--- config.mk ---
export PLATFORM = sky130hd
export DESIGN_NAME = ball_controller
export DESIGN_NICKNAME = d
export VERILOG_FILES = /design/src/rtl/ball_controller.sv
export SDC_FILE = /design/constraint.sdc
export NUM_CORES = 1
export LEC_CHECK = 0
export BUFFER_PORTS_ARGS = -buffer_cell sky130_fd_sc_hd__buf_2
export CORE_MARGIN = 3
export CORE_UTILIZATION = 54
export DETAILED_ROUTE_END_ITERATION = 16
export GPL_ROUTABILITY_DRIVEN = 0
export PLACE_DENSITY_LB_ADDON = 0.08
export SLEW_MARGIN = 20
export SYNTH_ARGS = -nofsm -noshare
export SYNTH_HDL_FRONTEND = slang
export SYNTH_SLANG_ARGS = --single-unit
--- constraint.sdc ---
create_clock -name pixel_clock -period 2.8 [get_ports pixel_clock]
set_input_delay 0.56 -clock pixel_clock [delete_from_list [all_inputs] [get_ports pixel_clock]]
set_output_delay 0.56 -clock pixel_clock [all_outputs]
set_load 0.02 [all_outputs]
--- src/rtl/ball_controller.sv ---
// Pong ball sequencer: frame-stepped position, bounces, paddle hits and the serve/play/miss FSM.
// Optional macro BALL_SPEEDUP_EN: each paddle hit raises horizontal speed up to MAX_SPEED_X.
module ball_controller #(
    parameter int POSITION_WIDTH = 11,
    parameter int X_MIN          = 50,
    parameter int X_MAX          = 1230,
    parameter int Y_MIN          = 50,
    parameter int Y_MAX          = 750,
    parameter int RADIUS         = 10,
    parameter int SPEED_X        = 4,
    parameter int SPEED_Y        = 3,
    parameter int START_X        = 640,
    parameter int START_Y        = 400,
    parameter int PADDLE_WIDTH   = 20,
    parameter int PADDLE_LENGTH  = 200,
    parameter int MISS_FRAMES    = 60,
    parameter int MAX_SPEED_X    = 12
) (
    input  logic                      pixel_clock,
    input  logic                      reset_n,
    input  logic                      vertical_sync,
    input  logic                      serve,
    input  logic [POSITION_WIDTH-1:0] paddle_x,
    input  logic [POSITION_WIDTH-1:0] paddle_y,
    output logic [POSITION_WIDTH-1:0] ball_x,
    output logic [POSITION_WIDTH-1:0] ball_y,
    output logic [1:0]                state,
    output logic [7:0]                rally_count,
    output logic                      hit,
    output logic                      miss
);
    localparam int W  = POSITION_WIDTH;
    localparam int E  = POSITION_WIDTH + 1;
    localparam int TW = (MISS_FRAMES > 1) ? $clog2(MISS_FRAMES) : 1;

    localparam logic [W-1:0]  SX0    = W'(START_X);
    localparam logic [W-1:0]  SY0    = W'(START_Y);
    localparam logic [W-1:0]  SPD_Y  = W'(SPEED_Y);
    localparam logic [W-1:0]  Y_TOP  = W'(Y_MIN + RADIUS);
    localparam logic [W-1:0]  Y_BOT  = W'(Y_MAX - RADIUS);
    localparam logic [W-1:0]  X_RGT  = W'(X_MAX - RADIUS);
    localparam logic [E-1:0]  UP_LIM = E'(Y_MIN + RADIUS + SPEED_Y);
    localparam logic [E-1:0]  DN_ADD = E'(RADIUS + SPEED_Y);
    localparam logic [E-1:0]  Y_MAXE = E'(Y_MAX);
    localparam logic [E-1:0]  X_MAXE = E'(X_MAX);
    localparam logic [E-1:0]  RAD_E  = E'(RADIUS);
    localparam logic [E-1:0]  XL_LIM = E'(X_MIN + RADIUS);
    localparam logic [E-1:0]  PW_E   = E'(PADDLE_WIDTH);
    localparam logic [E-1:0]  PL_E   = E'(PADDLE_LENGTH);
    localparam logic [TW-1:0] T_LAST = TW'(MISS_FRAMES - 1);

    typedef enum logic [1:0] {
        IDLE = 2'b00,
        PLAY = 2'b01,
        MISS = 2'b10,
        BAD  = 2'b11
    } state_t;

    state_t        st;
    logic          vs_q;
    logic          dir_x;
    logic          dir_y;
    logic          serve_toggle;
    logic [TW-1:0] timer;
    logic [W-1:0]  speed_x;

`ifdef BALL_SPEEDUP_EN
    localparam logic [W-1:0] SPD_MAX = W'(MAX_SPEED_X);
    logic [W-1:0] speed_q;
    assign speed_x = speed_q;
`else
    assign speed_x = W'(SPEED_X);
`endif

    logic         tick;
    logic [E-1:0] bx_e, by_e, py_e, sx_e, face_r;
    logic         up_wall, dn_wall, r_wall, in_x, in_y;
    logic         hit_now, miss_now;

    // All boundary tests use one extra bit and additive forms only.
    always_comb begin
        tick     = vertical_sync & ~vs_q;
        bx_e     = {1'b0, ball_x};
        by_e     = {1'b0, ball_y};
        py_e     = {1'b0, paddle_y};
        sx_e     = {1'b0, speed_x};
        face_r   = {1'b0, paddle_x} + PW_E + RAD_E;
        up_wall  = by_e < UP_LIM;
        dn_wall  = (by_e + DN_ADD) > Y_MAXE;
        r_wall   = (bx_e + RAD_E + sx_e) > X_MAXE;
        in_x     = (bx_e >= face_r) && (bx_e < face_r + sx_e);
        in_y     = (by_e >= py_e) && (by_e <= py_e + PL_E);
        hit_now  = ~dir_x & in_x & in_y;
        miss_now = ~dir_x & ~hit_now & (bx_e < XL_LIM + sx_e);
    end

    assign state = st;

    always_ff @(posedge pixel_clock or negedge reset_n) begin
        if (!reset_n) begin
            st           <= IDLE;
            vs_q         <= 1'b0;
            ball_x       <= SX0;
            ball_y       <= SY0;
            dir_x        <= 1'b1;
            dir_y        <= 1'b0;
            serve_toggle <= 1'b0;
            timer        <= '0;
            rally_count  <= 8'd0;
            hit          <= 1'b0;
            miss         <= 1'b0;
`ifdef BALL_SPEEDUP_EN
            speed_q      <= W'(SPEED_X);
`endif
        end else begin
            vs_q <= vertical_sync;
            hit  <= 1'b0;
            miss <= 1'b0;
            if (tick) begin
                unique case (st)
                    IDLE: begin
                        ball_x <= SX0;
                        ball_y <= SY0;
                        if (serve) begin
                            st           <= PLAY;
                            dir_x        <= 1'b1;
                            dir_y        <= serve_toggle;
                            serve_toggle <= ~serve_toggle;
                            rally_count  <= 8'd0;
`ifdef BALL_SPEEDUP_EN
                            speed_q      <= W'(SPEED_X);
`endif
                        end
                    end
                    PLAY: begin
                        if (hit_now) begin
                            ball_x <= face_r[W-1:0];
                            dir_x  <= 1'b1;
                            hit    <= 1'b1;
                            if (rally_count != 8'hFF)
                                rally_count <= rally_count + 8'd1;
`ifdef BALL_SPEEDUP_EN
                            if (speed_q < SPD_MAX)
                                speed_q <= speed_q + 1'b1;
`endif
                        end else if (miss_now) begin
                            st    <= MISS;
                            miss  <= 1'b1;
                            timer <= '0;
                        end else if (dir_x && r_wall) begin
                            ball_x <= X_RGT;
                            dir_x  <= 1'b0;
                        end else if (dir_x) begin
                            ball_x <= ball_x + speed_x;
                        end else begin
                            ball_x <= ball_x - speed_x;
                        end
                        // A miss freezes the ball on both axes.
                        if (!miss_now) begin
                            if (!dir_y && up_wall) begin
                                ball_y <= Y_TOP;
                                dir_y  <= 1'b1;
                            end else if (dir_y && dn_wall) begin
                                ball_y <= Y_BOT;
                                dir_y  <= 1'b0;
                            end else if (dir_y) begin
                                ball_y <= ball_y + SPD_Y;
                            end else begin
                                ball_y <= ball_y - SPD_Y;
                            end
                        end
                    end
                    MISS: begin
                        if (timer == T_LAST) begin
                            st     <= IDLE;
                            ball_x <= SX0;
                            ball_y <= SY0;
                            timer  <= '0;
                        end else begin
                            timer <= timer + 1'b1;
                        end
                    end
                    BAD: begin
                        st     <= IDLE;
                        ball_x <= SX0;
                        ball_y <= SY0;
                    end
                endcase
            end
        end
    end
endmodule

==> results of run 1 <==
## cell families (layout without fill, tap and decap cells)
group,Yosys count,in the layout,share of synthesized area
AOI/OAI and AO/OA,179,180,0.2750
adders and majority gates,67,67,0.1746
muxes,7,7,0.01511
and+or+nand+nor,171,171,0.1895
buffers and inverters,59,239,0.04916
DFF,44,44,0.2269
xor gates and xnor gates,35,35,0.06966
## cells in the final DEF, fill, tap and decap left out, drive strengths merged, types with 9 or more instances in the layout
cell type and count:
nor2 29, o21ai 30, xor2 14, dfrtp 38, ha 65, a21o 10
xnor2 21, nand3 19, a21oi 42, o211ai 9, or3 11, nor3 13
nand4 13, inv 48, buf 182, nand2 43
## flip-flops by register name, indices dropped and copies added (netlist names)
signal	flops
dir_x	1
miss	1
rally_count	8
state	2
serve_toggle	1
hit	1
dir_y	1
vs_q	1
timer	6
ball_y	11
ball_x	11
## timing repair
| item | CTS | global route |
|---|---|---|
| gates resized for setup | 73 | 45 |
| endpoints found under the setup margin | 42 | 42 |
| gates cloned | 1 | 0 |
| setup buffers | 19 | 12 |
| pin swaps | 45 | 44 |
## through the flow
stage	utilization	setup TNS [ns]	cell area [sq um]	std cells	hold slack, ns
finish	0.7981	-36.53	6994	851	0.3752
global route	0.7981	-39.94	6994	851	0.3893
CTS	0.7631	-27.01	6688	841	0.3741
detailed placement	0.6950	-45.06	6091	814	0.5046
global placement	0.6950	-37.85	6091	814	0.4949
floorplan	-	-25.24	5004	562	0.2644
## report_power, final
part / internal, mW / switching [mW]
logic: 2.30 / 2.85
registers: 0.873 / 0.324
clock network: 0.201 / 0.252
total: 3.38 / 3.43
## worst paths after layout
kind                                from  cells after the start         to  slack, ns
min                        vertical_sync                      1       vs_q       0.38
min in group asynchronous        reset_n                      1   timer[1]       0.43
max                          paddle_x[2]                     17  ball_y[9]      -0.99
max reg2reg                    ball_x[2]                     12  ball_y[8]      -0.19
max in group asynchronous        reset_n                      2  ball_x[7]       1.62
min reg2reg                        dir_x                      2      dir_x       0.55
## cell type report
cell class / count / area, sq um / area share
flip-flops and latches: 44 / 1109 / 0.1585
inverters: 49 / 188.9 / 0.02701
clock buffers: 7 / 86.33 / 0.01234
multi-input cells: 460 / 4118 / 0.5887
well taps: 108 / 135.1 / 0.01932
clock inverters: 1 / 7.507 / 0.001073
repair buffers: 182 / 1350 / 0.1930
## metal layers
layer | track usage | wire length [microns] | vias up
li1 | - | - | 2485
met1 | 0.3870 | 6831 | 2654
met2 | 0.5483 | 8439 | 339
met3 | 0.04360 | 1342 | 96
met4 | 0.1503 | 952 | 0
met5 | 0 | 0 | -
==> results.yml, run 1 <==
placement:
  portBuffers: 59
  dpl.hpwl_microns: 11220
  post-place-ws_ns: -1.242
sta:
  maxSlewHeadroom: 0.2876
  drv_slew: 0
  rsz0062_at_grt: "yes"
  setup_viol: 42
  finClkSkew_ns: 0.01309
  finalCritPeriodShare: 1.352
  worst_pin_slew_ns: 1.069
  min_period_ns: 3.787
  finalHoldViolations: 0
  fmaxAchievable_ghz: 0.2641
  layout_setup_ws_ns: -0.9867
floorplanning:
  die_x_microns: 101.1
  start_util: 0.5575
  dieHeight_microns: 101.1
  coreArea_sq_um: 8763
  die_area_sq_um: 10230
  ios: 60
  rows: 34
setup_path:
  crit_path_start_kind: "input pin"
  cpLargestDelayFamily: "simple AND/OR/NAND/NOR gates"
  path_max_fanout: 6
  cpMostUsedCell: "xnor2_2"
  cp_data_arrival_time_ns: 3.98
  cp.required_ns: 2.99
  crit_path_max_incr_delay_ns: 0.42
  crit_slowest_cell: "or3_4"
  end_kind: "register"
  path_cells: "buf_8 > inv_4 > ha_4 > nor3b_4 > nor2_2 > xnor2_2 > or3_4 > xnor2_2 > ha_1 > o21a_1 > o21ai_2 > a31oi_4 > o32ai_4 > nand2_4 > a21oi_4 > buf_12 > mux2_4"
  critPathKind: "in -> reg"
  path_buf_inv: 3
clock_tree:
  clockRootBuffer: "clkbuf_8"
  max-clock-path-buffers: 2
  path_clk_slew_ns: 0.10
  holdBufCountCts: 0
  clk_latency_ns: 0.31
  cts.htree.levels: 2
  cts_made_buffers: 5
  cts.sinks: 44
  cts_tree: "done"
routing:
  dr_total_vias: 5574
  avgRoutedWirePerCell_microns: 20.64
  viasPerCell: 6.550
  drtPass1Iterations: 5
  final_antenna_net_count: 0
  drcViolationCount: 0
  drt_iter0_drc: 433
  wirelength_microns: 17570
power:
  ir_drop_mv: 0.6631
  power_mw: 6.805
  p_leak_nw: 3.237
  power.density_nw_per_um2: 973.0
logic_synthesis:
  ys_types: 91
  synth_most_common_cell: "ha_1"
  synth.area.top_cells: "dfrtp_1 19%, ha_1 17%, a21oi_1 4.0%, xnor2_1 3.8%, inv_1 3.7%"
  synth_cells: 562
  synth_common_cells: "65 x ha_1, 48 x inv_1, 40 x nand2_1, 39 x a21oi_1, 38 x dfrtp_1"
  synth_area_leader_cell: "dfrtp_1"
  synth.avg_cell_area_sq_um: 8.694
  seq_area_frac_synth: 0.2269
  synth_top_area_share: 0.1946
  ys_ff_latch: 44
  async_reset_ff_frac: 1.000
  synth_edf_count: 0
  syn_nets: 655
  mappedNetlistArea_sq_um: 4886
  yosys_warnings: 0
  synth-main-ff-cell: "dfrtp_1"
global_route:
  grt_remaining_overflow: 0
  grt_max_degree: 44
  antenna_found_initial: 0
  grt_pass1_vias: 5394
  grtUsageTotal: 0.3168
  grt_pass1_wl_microns: 25990
cells_and_area:
  synthToLayoutAreaGrowth_pct: 43.15
  fill_cells: 533
  finalNetCount: 835
  drive_gt1_frac: 0.4011
  antenna_cells: 0
run:
  maxCapViolCount: 0
outcome:
  violations: "negative setup slack"
  outcome: "finished, violations left"
hold_path:
  hp-class: "in -> reg"
(Power assumes the default switching activity.)
==> inputs of run 2 (changes only) <==
==> constraint.sdc (replaced) <==
create_clock -name pixel_clock -period 2.8 [get_ports pixel_clock]
set_input_delay 0.42 -clock pixel_clock [delete_from_list [all_inputs] [get_ports pixel_clock]]
set_output_delay 0.42 -clock pixel_clock [all_outputs]
set_load 0.02 [all_outputs]
==> results.yml, run 2 (synthesized netlist as in run 1, its figures left out) <==
floorplanning:
  ios: 60
  die_x_microns: 101.1
  rows: 34
  dieHeight_microns: 101.1
  die_area_sq_um: 10230
  start_util: 0.5575
  coreArea_sq_um: 8763
placement:
  dpl.hpwl_microns: 11180
  post_dp_cell_area_sq_um: 6068
  placed_cells: 811
  portBuffers: 59
global_route:
  grt_max_degree: 45
  grt_pass1_wl_microns: 24470
  grtUsageTotal: 0.2938
  antenna_found_initial: 0
  grt_pass1_vias: 5156
  grt_remaining_overflow: 0
cells_and_area:
  reg_top3: "ball_x: 11 flops, ball_y: 11 flops, rally_count: 8 flops"
  antenna_cells: 0
  final_cell_mix: "97 x buf_4, 60 x ha_1, 57 x buf_2"
  drive_gt1_frac: 0.4016
  design_area_sq_um: 6898
  layout_commonest_cell: "buf_4"
  finalNetCount: 830
  stdcell_count: 845
  synthToLayoutAreaGrowth_pct: 41.18
sta:
  min_period_ns: 3.462
  layout_setup_ws_ns: -0.6620
  rsz0062_at_grt: "yes"
  worst_pin_slew_ns: 0.6136
  finalCritPeriodShare: 1.236
  fmaxAchievable_ghz: 0.2889
  maxSlewHeadroom: 0.5890
  setup_viol: 42
  finClkSkew_ns: 0.01224
  fin_hold_ws_ns: 0.04446
  finalHoldViolations: 0
  drv_slew: 0
power:
  power.density_nw_per_um2: 939.3
  p_leak_nw: 3.168
  ir_drop_mv: 0.6115
setup_path:
  end_kind: "register"
  ff2ff_path_depth: 11
  path_max_fanout: 8
  cp_data_arrival_time_ns: 3.64
  crit_path_max_incr_delay_ns: 0.44
  cpMostUsedCell: "xnor2_2"
  cp.required_ns: 2.98
  crit_slowest_cell: "or3_4"
  crit_path_start_kind: "input pin"
  path_cells: "buf_6 > inv_2 > ha_4 > nor3b_4 > buf_4 > nor2_2 > xnor2_2 > or3_4 > xnor2_2 > ha_1 > o21a_1 > o21ai_2 > a31oi_4 > o32a_4 > o21ai_4 > nand2_2 > a22o_1"
  critPathKind: "in -> reg"
clock_tree:
  clk_latency_ns: 0.31
  cts.sinks: 44
  max-clock-path-buffers: 2
  clockRootBuffer: "clkbuf_8"
  cts.htree.levels: 2
  cts_made_buffers: 5
  path_clk_slew_ns: 0.09
  cts_tree: "done"
routing:
  drcViolationCount: 0
  routed.top_layer: "met4"
  drt_iter0_drc: 305
  viasPerCell: 6.370
  met1_length_microns: 6526
  avgRoutedWirePerCell_microns: 19.25
  wirelength_microns: 16270
  final_antenna_net_count: 0
  drtPass1Iterations: 6
  routed-wl-met2_microns: 8108
  dr_total_vias: 5383
  wl_met3_microns: 972
hold_path:
  hp-class: "in -> async"
outcome:
  outcome: "finished, violations left"
  violations: "negative setup slack"
run:
  maxCapViolCount: 0
run 2: through the flow:
stage	util	worst slack, ns	total power, mW	TNS (ns)
after floorplan	-	-0.6000	3.967	-19.36
after global placement	0.6925	-0.8756	5.170	-32.21
after detailed placement	0.6925	-1.100	5.319	-36.85
after global routing	0.7871	-0.7933	6.936	-28.27
after CTS	0.7443	-0.5125	6.074	-18.06
final	0.7871	-0.6620	6.479	-23.20
run 2: cell type report:
cell class / instances / area, sq um
Clock buffer: 5 / 68.82
Clock inverter: 2 / 12.51
Fill cell: 560 / 1866
Inverter: 49 / 186.4
Multi-Input combinational cell: 459 / 4081
Sequential cell: 44 / 1109
Tap cell: 108 / 135.1
Timing Repair Buffer: 178 / 1305
run 2: what timing repair did:
action	in CTS	in global routing
hold endpoints to repair	0	0
hold buffers	0	0
gates resized for setup	57	51
buffers inserted	14	14
endpoints found under the setup margin	42	42
pin swaps	33	20
run 2: worst paths after layout:
check,from,end,slack (ns)
min in group pixel_clock,vertical_sync,vs_q,0.24
max in group asynchronous,reset_n,ball_x[7],2.15
min reg2reg,serve_toggle,serve_toggle,0.53
min,reset_n,miss,0.04
max reg2reg,ball_x[2],timer[3],-0.19
max,paddle_x[2],ball_x[5],-0.66
run 2: worst max-delay path: cells and delay by family:
family,cells,cell delay (ns)
compound gates,6,1.30
simple gates,4,0.87
fa+ha+maj,2,0.41
buf+inv,3,0.32
xor+xnor,2,0.32
run 2: where the power goes:
group,switching (mW),total (mW),internal [mW]
sequential,0.308,1.18,0.873
combinational,2.72,4.90,2.19
clock,0.225,0.395,0.169
run 2: routing by layer:
metal  up-vias  GRT usage
li1       2469          -
met1      2612     0.3639
met2       236     0.5226
met3        66    0.03945
met4         0     0.1002
met5         -          0
